==> config.mk <==
export PLATFORM = sky130hd
export DESIGN_NAME = captura_entrada_io
export DESIGN_NICKNAME = d
export VERILOG_FILES = /design/src/rtl/io_pkg.sv /design/src/rtl/sincronizador_2ff.sv /design/src/rtl/captura_entrada_io.sv
export SDC_FILE = /design/constraint.sdc
export NUM_CORES = 1
export LEC_CHECK = 0
export ABC_AREA = 1
export CAP_MARGIN = 30
export CORE_ASPECT_RATIO = 2
export CORE_MARGIN = 3
export CORE_UTILIZATION = 50
export CTS_CLUSTER_SIZE = 28
export DETAILED_ROUTE_END_ITERATION = 10
export PLACE_DENSITY = 0.94
export SYNTH_ARGS = -nofsm -noshare
export SYNTH_HDL_FRONTEND = slang
export SYNTH_SLANG_ARGS = --single-unit
==> constraint.sdc <==
create_clock -name Clock -period 3.2 [get_ports Clock]
set_clock_uncertainty 0.2 [all_clocks]
set_input_delay 0.64 -clock Clock [delete_from_list [all_inputs] [get_ports Clock]]
set_output_delay 0.64 -clock Clock [all_outputs]
set_load 0.01 [all_outputs]
==> src/rtl/io_pkg.sv <==
// Shared definitions for the input-capture stage in front of the processor I/O module:
// FSM state encoding and the default bus widths.
package io_pkg;

   localparam int DATA_W          = 13;
   localparam int OUT_W           = 32;
   localparam int DEBOUNCE_CYCLES = 4;

   typedef enum logic [2:0] {
      IDLE     = 3'd0,
      ARMED    = 3'd1,
      DEBOUNCE = 3'd2,
      CAPTURED = 3'd3,
      RELEASE  = 3'd4
   } estado_t;

endpackage

==> src/rtl/sincronizador_2ff.sv <==
// Two-flop synchroniser for signals that are asynchronous to the clock.
// Every bit is synchronised on its own; multi-bit values must be held stable for it to settle.
module sincronizador_2ff #(
   parameter int W = 1
) (
   input  logic         clk,
   input  logic         rst_n,
   input  logic [W-1:0] d,
   output logic [W-1:0] q
);

   logic [W-1:0] etapa1;

   always_ff @(posedge clk or negedge rst_n) begin
      if (!rst_n) begin
         etapa1 <= '0;
         q      <= '0;
      end else begin
         etapa1 <= d;
         q      <= etapa1;
      end
   end

endmodule

==> src/rtl/captura_entrada_io.sv <==
// Debounced capture of the board switches: one switch word per press of Set,
// offered to the I/O module only while it has an IN instruction pending.
module captura_entrada_io #(
   parameter int DATA_W          = io_pkg::DATA_W,
   parameter int DEBOUNCE_CYCLES = io_pkg::DEBOUNCE_CYCLES,
   parameter int OUT_W           = io_pkg::OUT_W
) (
   input  logic                Clock,
   input  logic                Reset,
   input  logic [DATA_W-1:0]   Switches,
   input  logic                Set,
   input  logic                Request,
   input  logic                Ack,
   output logic                DataValid,
   output logic [OUT_W-1:0]    DataIn,
   output logic                Waiting,
   output io_pkg::estado_t     state_dbg
);

   import io_pkg::*;

   // DEBOUNCE_CYCLES must be at least 2; the counter only ever holds 0..DEBOUNCE_CYCLES-1.
   localparam int              CNT_W    = $clog2(DEBOUNCE_CYCLES);
   localparam logic [CNT_W-1:0] CNT_ONE  = CNT_W'(1);
   localparam logic [CNT_W-1:0] CNT_LAST = CNT_W'(DEBOUNCE_CYCLES - 1);

   logic               set_sync;
   logic [DATA_W-1:0]  sw_sync;
   estado_t            state;
   logic [CNT_W-1:0]   cnt;

   sincronizador_2ff #(.W(1)) u_sync_set (
      .clk   (Clock),
      .rst_n (Reset),
      .d     (Set),
      .q     (set_sync)
   );

   sincronizador_2ff #(.W(DATA_W)) u_sync_sw (
      .clk   (Clock),
      .rst_n (Reset),
      .d     (Switches),
      .q     (sw_sync)
   );

   // Handshake: DataValid rises with DataIn already stable and holds until the edge on
   // which Ack=1 (or Request=0) is seen; Ack without DataValid is ignored.
   always_ff @(posedge Clock or negedge Reset) begin
      if (!Reset) begin
         state     <= IDLE;
         cnt       <= '0;
         DataValid <= 1'b0;
         DataIn    <= '0;
         Waiting   <= 1'b0;
      end else begin
         case (state)
            IDLE: begin
               cnt <= '0;
               if (Request) begin
                  if (set_sync) begin
                     state <= RELEASE;
                  end else begin
                     state   <= ARMED;
                     Waiting <= 1'b1;
                  end
               end
            end

            ARMED: begin
               if (!Request) begin
                  state   <= IDLE;
                  Waiting <= 1'b0;
               end else if (set_sync) begin
                  state <= DEBOUNCE;
                  cnt   <= CNT_ONE;
               end
            end

            DEBOUNCE: begin
               if (!Request) begin
                  state   <= IDLE;
                  cnt     <= '0;
                  Waiting <= 1'b0;
               end else if (!set_sync) begin
                  state <= ARMED;
                  cnt   <= '0;
               end else if (cnt == CNT_LAST) begin
                  state     <= CAPTURED;
                  cnt       <= '0;
                  DataValid <= 1'b1;
                  DataIn    <= OUT_W'(sw_sync);
                  Waiting   <= 1'b0;
               end else begin
                  cnt <= cnt + 1'b1;
               end
            end

            // An abort (Request low) still forces a full release so one press never yields two words.
            CAPTURED: begin
               if (Ack || !Request) begin
                  state     <= RELEASE;
                  cnt       <= '0;
                  DataValid <= 1'b0;
               end
            end

            RELEASE: begin
               if (set_sync) begin
                  cnt <= '0;
               end else if (cnt == CNT_LAST) begin
                  state <= IDLE;
                  cnt   <= '0;
               end else begin
                  cnt <= cnt + 1'b1;
               end
            end

            default: begin
               state     <= IDLE;
               cnt       <= '0;
               DataValid <= 1'b0;
               Waiting   <= 1'b0;
            end
         endcase
      end
   end

   assign state_dbg = state;

endmodule

==> key figures <==
Timing
  – Final TNS setup: 0 ns
  – Crit path time final: 2.24 ns
  – Final setup vio count: 0
  – Max Slew Vio Count: 0
  – Final hold violations: 0
  – RSZ-0062 raised after global routing: no
  – Fmax: 0.446 GHz
  – Tcrit/Tclk final: 70.0%

Floorplan
  – Die height: 93.9 um
  – Die width: 49.9 um
  – Row cnt: 31
  – Core Region: 3680 um2
  – Area of the die: 4690 um2
  – I/O pin count: 55
  – Initial core utilization: 52.4%

Setup path
  – Slowest cell on the critical path: clkdlybuf4s50_1
  – Startpoint Class: register
  – Kind of critical path: reg -> out
  – WP data required: 2.36 ns
  – CP Cell Sequence: clkdlybuf4s50_1
  – CP Max Fanout: 7
  – Crit path max-delay family: buffers and inverters
  – Arrival time at the worst endpoint: 1.40 ns
  – CP endpoint kind: output port
  – Reg2Reg Setup Slack: 1.46 ns
  – Crit-path max cell delay: 0.61 ns
  – Buffers & Inverters on Critical Path: 1

Clock tree
  – Total CTS buffers: 5
  – Post-CTS sizing: 0
  – Num Clock Sinks: 48
  – Clock root buffer: clkbuf_8
  – CTS tree: built
  – Worst-path clk slew: 0.08 ns
  – CTS H-tree lvls: 2
  – Hold Buf Count CTS: 0
  – Later-pin clock latency in the skew report: 0.29 ns
  – Number of setup buffers added after CTS: 0
  – Clock tree buffer depth: 2

Yosys
  – Synth Cell Area: 1930 um2
  – Unique masters post-synth: 18
  – Cells after Synth: 184
  – Yosys warning total: 0
  – Sequential area share after synthesis: 62.2%
  – Synthesized flop and latch total: 48
  – Avg Cell Area, Syn: 10.5 um2

Routing
  – DRT iter0 DRCs: 16
  – Met2 WL: 1750 um
  – Total number of vias: 1,264
  – WL/cell: 11.4 um
  – Post-Route WL: 3120 um
  – Final ANT Viol Nets: 0
  – Vias/cell: 4.63
  – Top Layer Used: met4
  – Remaining DRCs: 0
  – M1 WL: 1100 um
  – Pre-antenna DRT Iters: 4
  – WL met3: 189 um

Pwr
  – VDD IR max: 488 uV
  – Pleak: 1.18 nW
  – Pwr Density: 588 nW/um2

GRT
  – Vias in the first global route: 1,229
  – GRT Total Usage: 14.7%
  – Grt ovf: 0
  – Pin count of the biggest net entering global routing: 49
  – Initial antenna violation count: 0
  – First-pass GRT wire length: 5220 um

Finish
  – Area grow syn2layout: 21.3%
  – Most frequent cells in the layout: 48 x dfrtp_1, 48 x nand2_1, 34 x clkdlybuf4s50_1
  – Fillers: 295
  – Fin area: 2340 um2
  – Share of cells above drive strength 1: 12.5%
  – Final Net Count: 243
  – Area of the multi-input gates: 542 um2
  – FF+latch area: 1200 um2
  – N_diodes: 0

Place
  – DP Area: 2240 um2
  – Port Buffers: 35
  – Gpl congestion: 0.858
  – Dpl hpwl: 2390 um

Hold path
  – HP Class: in -> async

Run
  – Max-Cap Viols: 0

Status
  – Outcome: complete, no violations
state kept, by name (all words and copies together), names as in the netlist:
name and count:
DataIn 13, Waiting 1, cnt 2, u_sync_sw.etapa1 13, state_dbg 3, u_sync_set.q 1
u_sync_set.etapa1 1, u_sync_sw.q 13, DataValid 1
logic make-up (layout without fill, tap and decap cells):
group	Yosys count	after routing	synth area share, %
simple gates	69	69	15.7
flops	48	48	62.2
buf+inv	45	67	13.2
compound gates	20	20	7.97
fa+ha+maj	1	1	0.648
other cells	1	19	0.194
cell type report:
class	instances	area share, %
Clock buffer	5	2.94
Clock inverter	2	0.534
Multi-Input combinational cell	109	23.1
Tap cell	49	2.62
Timing Repair Buffer	36	15.6
Sequential cell	48	51.3
Inverter	24	3.85
power by group:
| part | leakage [nW] | internal, mW | switching (mW) |
|---|---|---|---|
| clock | 0.0400 | 0.148 | 0.178 |
| sequential | 0.600 | 0.657 | 0.0520 |
| combinational | 0.539 | 0.139 | 0.203 |
| total | 1.18 | 0.943 | 0.433 |
cell usage after synthesis:
library cell	instances	area share [%]
o22ai_1	1	0.32
nor2_2	1	0.32
dfrtp_1	48	62
nor2_4	1	0.58
nand2_2	1	0.32
ha_1	1	0.65
nand4_1	4	1.3
nand3_4	1	0.91
nor2_1	6	1.2
nand2_1	48	9.3
conb_1	1	0.19
o21ai_0	5	1.3
buf_6	2	1.2
inv_2	1	0.19
nand3_1	7	1.8
buf_4	19	7.4
inv_1	23	4.5
o21ai_2	14	6.4
per-stage QoR:
stage               worst slack (ns)  util [%]  cells  total power [mW]  hold slack, ns
floorplan                       1.67         -    202             0.941           0.131
global placement               0.883      60.8    265              1.06           0.132
detailed placement             0.812      60.8    265              1.06           0.135
CTS                            0.955      63.0    272              1.39           0.150
global route                   0.905      63.5    273              1.47          0.0401
finish                         0.959      63.5    273              1.38          0.0326
final timing paths:
path / startpoint / to / cells past startpoint
setup / recovery: state_dbg[0] / state_dbg[0] / 1
setup reg to reg: state_dbg[2] / DataIn[7] / 6
hold / removal: Reset / DataIn[10] / 1
min in group Clock: u_sync_sw.etapa1[5] / u_sync_sw.q[5] / 0
hold reg to reg: u_sync_sw.etapa1[5] / u_sync_sw.q[5] / 0
max in group asynchronous: Reset / u_sync_set.q / 2
per-layer routing:
| metal | vias up | global-route usage [%] |
|---|---|---|
| met2 | 49 | 25.9 |
| met5 | - | 0 |
| met1 | 600 | 15.9 |
| met3 | 6 | 3.02 |
| li1 | 609 | - |
| met4 | 0 | 8.31 |
Power figures use the tool's default switching activity.
